File: src/rtl/obstacle_generator_if.sv
// Obstacle track bus: the registered LED row produced by the generator.
interface obstacle_generator_if #(
  parameter int WIDTH = 8
);
  logic [WIDTH-1:0] ledLine;

  modport master (output ledLine);
  modport slave  (input  ledLine);
endinterface

File: src/rtl/obstacle_generator.sv
// LFSR-driven obstacle spawner with enforced spacing, scrolling an obstacle
// track toward the player cell (bit 0) once per scroll step.

module obstacle_cell (
  input  logic clk,
  input  logic reset,
  input  logic step,
  input  logic d,
  output logic q
);
  always_ff @(posedge clk or posedge reset) begin
    if (reset)     q <= 1'b0;
    else if (step) q <= d;
  end
endmodule

module obstacle_generator #(
  parameter int         WIDTH      = 8,
  parameter int         SCROLL_DIV = 1,
  parameter logic [7:0] LFSR_SEED  = 8'hB8,
  parameter int         MIN_GAP    = 2,
  parameter int         MAX_GAP    = 6
) (
  input  logic clk,
  input  logic reset,
  obstacle_generator_if.master track
);
  localparam int DIV_W = (SCROLL_DIV > 1) ? $clog2(SCROLL_DIV) : 1;
  localparam int GAP_W = $clog2(MAX_GAP + 1);
  localparam logic [DIV_W-1:0] DIV_LAST = DIV_W'(SCROLL_DIV - 1);
  localparam logic [GAP_W-1:0] MIN_G    = GAP_W'(MIN_GAP);
  localparam logic [GAP_W-1:0] MAX_G    = GAP_W'(MAX_GAP);

  logic [DIV_W-1:0] div;
  logic [7:0]       lfsr;
  logic [GAP_W-1:0] gap;
  logic [GAP_W-1:0] gap_nxt;
  logic [WIDTH-1:0] line;
  logic             step;
  logic             spawn;

  assign step = (div == DIV_LAST);

  always_ff @(posedge clk or posedge reset) begin
    if (reset)     div <= '0;
    else if (step) div <= '0;
    else           div <= div + 1'b1;
  end

  // Forced spawn at MAX_GAP overrides the LFSR; MIN_GAP gating overrides both.
  assign spawn = (gap >= MIN_G) && ((lfsr[1:0] == 2'b11) || (gap == MAX_G));

  always_comb begin
    gap_nxt = gap;
    if (spawn)             gap_nxt = '0;
    else if (gap != MAX_G) gap_nxt = gap + 1'b1;
  end

  always_ff @(posedge clk or posedge reset) begin
    if (reset) begin
      lfsr <= LFSR_SEED;
      gap  <= '0;
    end else if (step) begin
      lfsr <= {lfsr[6:0], lfsr[7] ^ lfsr[5] ^ lfsr[4] ^ lfsr[3]};
      gap  <= gap_nxt;
    end
  end

  for (genvar i = 0; i < WIDTH; i++) begin : g_cell
    logic d;
    if (i == WIDTH - 1) begin : g_spawn
      assign d = spawn;
    end else begin : g_shift
      assign d = line[i+1];
    end
    obstacle_cell u_cell (
      .clk   (clk),
      .reset (reset),
      .step  (step),
      .d     (d),
      .q     (line[i])
    );
  end

  assign track.ledLine = line;
endmodule

File: src/flat_wrapper.sv
// flat-port wrapper written by rule: the top's interface ports become plain ports
module obstacle_generator_flat 
#(
  parameter int         WIDTH      = 8,
  parameter int         SCROLL_DIV = 1,
  parameter logic [7:0] LFSR_SEED  = 8'hB8,
  parameter int         MIN_GAP    = 2,
  parameter int         MAX_GAP    = 6
)
  (clk, reset, track_ledLine);
  obstacle_generator_if #(.WIDTH(WIDTH)) track_i ();
  input  logic clk;
  input  logic reset;
  output wire logic [$bits(track_i.ledLine)-1:0] track_ledLine;
  assign track_ledLine = track_i.ledLine;
  obstacle_generator #(.WIDTH(WIDTH), .SCROLL_DIV(SCROLL_DIV), .LFSR_SEED(LFSR_SEED), .MIN_GAP(MIN_GAP), .MAX_GAP(MAX_GAP)) u_core (.clk(clk), .reset(reset), .track(track_i));
endmodule
File: config.mk
export PLATFORM = sky130hd
export DESIGN_NAME = obstacle_generator_flat
export DESIGN_NICKNAME = d
export VERILOG_FILES = /design/src/rtl/obstacle_generator_if.sv /design/src/rtl/obstacle_generator.sv /design/src/flat_wrapper.sv
export SDC_FILE = /design/constraint.sdc
export NUM_CORES = 1
export LEC_CHECK = 0
export CORE_MARGIN = 1
export CORE_UTILIZATION = 49
export CTS_CLUSTER_SIZE = 14
export DETAILED_ROUTE_END_ITERATION = 12
export PLACE_DENSITY = 0.72
export SYNTH_ARGS = -nofsm -noshare
export SYNTH_HDL_FRONTEND = slang
export SYNTH_SLANG_ARGS = --single-unit
File: constraint.sdc
create_clock -name clk -period 1.6 [get_ports clk]
set_clock_uncertainty 0.2 [all_clocks]
set_input_delay 0.32 -clock clk [delete_from_list [all_inputs] [get_ports clk]]
set_output_delay 0.32 -clock clk [all_outputs]
set_load 0.01 [all_outputs]
# Word-level counts from Yosys, hierarchy flattened
# Cells that the tools add are included.
# W data, S select, Z words.
[word_totals]
register_bits = 20
in_bits = 2
elab_cells = 28
out_inout_bits = 8
[classes]
n_lt_le_gt_ge = 1
reduce_logical = 4
bitwise = 4
addsub = 2
n_mux = 3
eq_ne = 3
[ops]
columns = ["op", "count"]
rows = [
  ["$mux W3", 2],
  ["$add A3 B1 Y3 const B", 1],
  ["$eq A3 B3 Y1 const B", 1],
  ["$ge A3 B2 Y1 const B", 1],
  ["$ne A3 B3 Y1 const B", 1],
  ["$xor A1 B1 Y1", 3],
  ["$eq A2 B2 Y1 const B", 1],
  ["$reduce_and A2 Y1", 1],
  ["$reduce_bool A2 Y1", 1],
  ["$add A1 B1 Y1 const B", 1],
  ["$logic_and A1 B1 Y1", 1],
  ["$logic_or A1 B1 Y1", 1],
  ["$mux W1", 1],
  ["$not A1 Y1", 1],
]

# Longest topological paths before layout
[logic_depth]
ltp_word = 5
depth_mapped = 4

# Cells and area by module
# A second synthesis with hierarchy kept.
[unflattened]
cells_unflattened = 62
area_unflattened_um2 = 828.3
[modules_own_cells]
columns = ["mod", "instances", "cells_per_inst", "area_per_inst_um2"]
rows = [
  ["obstacle_generator", 1, 38, 478.0],
  ["obstacle_cell", 8, 3, 43.8],
]

# Worst setup path before layout
# Ideal clock, no wire load.
[synth_timing]
path_kind = "reg-to-reg"
startpoint = "register u_core.gap[0]"
endpoint = "register u_core.g_cell[7].u_cell.q"
t_arrival_ps = 992
slack_ps = 290
setup_ps = 119
path_stages_with_launch = 5
cell_sequence = "dfrtp_1 > inv_1 > ha_1 > o211a_1 > o21a_1"
[synth_between]
elab_chain_len = 3
word_cells_on_any_way = 4
cone_classes = "order compare: 1; eq/ne: 1; reduce/logical: 2"
[synth_lines]
columns = ["item", "line", "source"]
rows = [
  ["from (decl)", "obstacle_generator.sv:36", "logic [GAP_W-1:0] gap;"],
  ["from (signal assigned)", "obstacle_generator.sv:65", "gap <= gap_nxt;"],
  ["parallel branches: the longest is 2 deep, another holds $ge A3 B2 Y1", "-", ""],
  ["$logic_and A1 B1 Y1 *", "obstacle_generator.sv:51", "assign spawn = (gap >= MIN_G) && ((lfsr[1:0] == 2'b11) || (gap == MAX_G));"],
  ["named net u_core.g_cell[7].d", "obstacle_generator.sv:70", "logic d;"],
  ["to (signal assigned)", "obstacle_generator.sv:12", "if (reset) q <= 1'b0;"],
  ["to (signal assigned)", "obstacle_generator.sv:13", "else if (step) q <= d;"],
  ["to (decl)", "obstacle_generator.sv:9", "output logic q"],
]
# Mark *: on every way through the listed nets, which the timed path passes.
# A chain may end at the register's enable or synchronous reset.

# Final worst setup path
[layout_timing]
startpoint = "register u_core.g_cell[1].u_cell.q"
endpoint = "output port track_ledLine[1]"
[layout_lines]
columns = ["item", "line", "source"]
rows = [
  ["from (decl)", "obstacle_generator.sv:9", ""],
  ["from (signal assigned)", "obstacle_generator.sv:12", ""],
  ["from (signal assigned)", "obstacle_generator.sv:13", ""],
  ["to (decl)", "flat_wrapper.sv:14", "output wire logic [$bits(track_i.ledLine)-1:0] track_ledLine;"],
]
# No word-level cell between the ends.

==> run summary <==
Post-Route Setup TNS: 0 ns
nets@finish: 56
FP Rows: 13
total wire length: 909 microns
First-pass DRT Iterations: 2
die width: 39.34 microns
worst vdd ir: 0.7332 mV
Max-slew headroom: 84.62%
largest cells by area after synthesis: dfrtp_1, dfstp_2, buf_4, ha_1, o2bb2ai_1
GRT Total Usage: 16.79%
RSZ-0062 raised after global routing: no
CP peak stage delay: 0.39 ns
critical path startpoint category: flip-flop
outcome: complete, no violations
WL/cell: 13.77 microns
# diodes: 0
Non-Filler Instances: 66
Power Internal: 0.5812 mW
P per Cell Area: 948.3 mW/mm^2
endpoint class of the critical path: output pin
PortBufs: 9
CTS Buf Count: 3
H-tree depth: 1
YS warnings: 0
CP max-delay cell: dfrtp_1
vias in the first global route: 361
Max FO, Critical Path: 2
Async SR Flop Fraction: 100.0%
Worst EP arrival: 0.96 ns
# Max-Cap Violations: 0
ys flop type: dfrtp_1
f_max: 677.2 MHz
clock slew at reported path FFs: 0.09 ns
Core ar.: 0.001301 sq mm
Final Hold Violating Endpoints: 0
synthesized instance count: 45
vias: 320
Post-Place Cells: 62
Setup Fix Bufs, Post-CTS: 0
area grow syn2layout: 10.62%
Worst Tran Pin Value: 0.2297 ns
largest net degree at the start of global routing: 20
die boundary height: 39.34 microns
drt via density: 4.848
Unique masters post-synth: 16
die area: 0.001548 sq mm
Initial Utilization: 52.50%
EDFF count, synth: 0
Routed Antenna Nets: 0
Remaining Overflow, GRT: 0
Buf/Inv on CP: 1
root buffer cell: clkbuf_4
Top Ports: 10
Synth top cells by count: dfrtp_1, buf_4, dfstp_2
initial antenna violation count: 0
Leak: 0.4093 nW
WP data required: 1.08 ns
CP delay by family, top: flip-flops
combinational share of power: 1.8%
Avg Cell Area, Syn: 15.18 sq um
portion of total power attributed to sequential cells: 67.0%
Residual DRC: 0
crit path time final: 1.477 ns
Setup violations, final: 0
Clock Power Share: 31.2%
first-pass GRT wire length: 1593 microns
RePlAce Congestion: 0.6252
1st-iter DRT viols: 9
netlist area before placement: 683.2 sq um
register area share after synthesis: 70.33%
layout cells sized above 1: 17.65%
critical path, cell by cell: dlygate4sd2_1
# clock sinks: 19
Hold WS: 0.1516 ns
Synth Register Bits: 19
cell with the most instances after synthesis: dfrtp_1
critical path class: flip-flop to output pin
Yosys top cell by area: dfrtp_1
clock buffer depth: 2
CTS tree: built
clock latency on the worst-skew pair: 0.28 ns
net count after synthesis: 49
worst hold path class: primary input to async pin
Yosys top cell area share: 54.95%
Layout fillers: 110
Sw Ratio: 18.91%
NetSw: 0.1355 mW
final slew viol count: 0
Tcrit/Tclk final: 92.29%
## power by group through the flow
stage,registers (mW),logic [mW],clock network [mW]
after global routing,0.481,0.0150,0.258
after global placement,0.489,0.0124,0
after CTS,0.480,0.0136,0.237
after detailed placement,0.489,0.0136,0
final,0.480,0.0129,0.223
after floorplan,0.489,0.00712,0
## cell families after synthesis
kind of cell	count (synthesis)	share of synthesized area (%)
xor+xnor	3	3.847
fa+ha+maj	2	3.662
flops	19	70.33
compound gates	7	9.159
buf+inv	10	9.891
simple gates	4	3.115
## layout make-up
class | count | area (sq um) | area share (%)
Sequential cell | 19 | 480.5 | 63.58
Multi-Input combinational cell | 16 | 135.1 | 17.88
Timing Repair Buffer | 10 | 87.58 | 11.59
Clock buffer | 4 | 26.28 | 3.477
Tap cell | 15 | 18.77 | 2.483
Inverter | 2 | 7.507 | 0.9934
## registers in the layout, summed over array words and instances, names as in the netlist
register	flops
u_core.gap	3
u_core.lfsr	8
u_core.g_cell.u_cell.q	8
## metal layers
layer	wire (microns)	track usage (%)	vias to the layer above
met5	0	0	-
li1	-	-	150
met2	507	29.17	8
met3	55	10.23	0
met1	346	17.44	162
met4	0	2.586	0
## path summary, 6_finish.rpt
| check | startpoint | end | slack, ns | depth (start not counted) |
|---|---|---|---|---|
| hold reg to reg | u_core.lfsr[2] | u_core.lfsr[3] | 0.16 | 0 |
| max in group asynchronous | reset | u_core.lfsr[7] | 0.79 | 3 |
| hold / removal | reset | u_core.g_cell[5].u_cell.q | 0.15 | 3 |
| setup / recovery | u_core.g_cell[1].u_cell.q | track_ledLine[1] | 0.12 | 1 |
| min in group clk | u_core.lfsr[2] | u_core.lfsr[3] | 0.16 | 0 |
| setup reg to reg | u_core.gap[0] | u_core.g_cell[7].u_cell.q | 0.17 | 4 |
## layout by cell type, fill, tap and decap left out
master,count
buf_4,1
inv_1,2
a21o_1,1
or2b_1,1
nand2b_1,1
o211a_1,1
dlygate4sd2_1,8
dfrtp_1,15
xnor2_1,2
ha_1,2
o211ai_1,1
clkbuf_4,3
o21a_1,1
dfstp_2,4
o22ai_2,1
clkbuf_1,1
nor2_1,2
o2bb2ai_1,2
xor2_1,1
clkdlybuf4s50_1,1
## what timing repair did
| item | CTS | global route |
|---|---|---|
| hold buffers | 0 | 0 |
| endpoints found under the setup margin | 8 | 0 |
| resized for setup | 8 | 0 |
## metrics by stage
stage / power, mW / utilization (%) / setup WS [ns] / cell area [sq um]
2_1_floorplan: 0.4965 / - / 0.2896 / 683.2
3_3_place_gp: 0.5018 / 56.83 / 0.2240 / 739.5
3_5_place_dp: 0.5030 / 56.83 / 0.1638 / 739.5
4_1_cts: 0.7311 / 58.08 / 0.1053 / 755.7
5_1_grt: 0.7534 / 58.08 / 0.07166 / 755.7
6_report: 0.7167 / 58.08 / 0.1234 / 755.7
No activity file was read; power rests on OpenSTA's default activity.
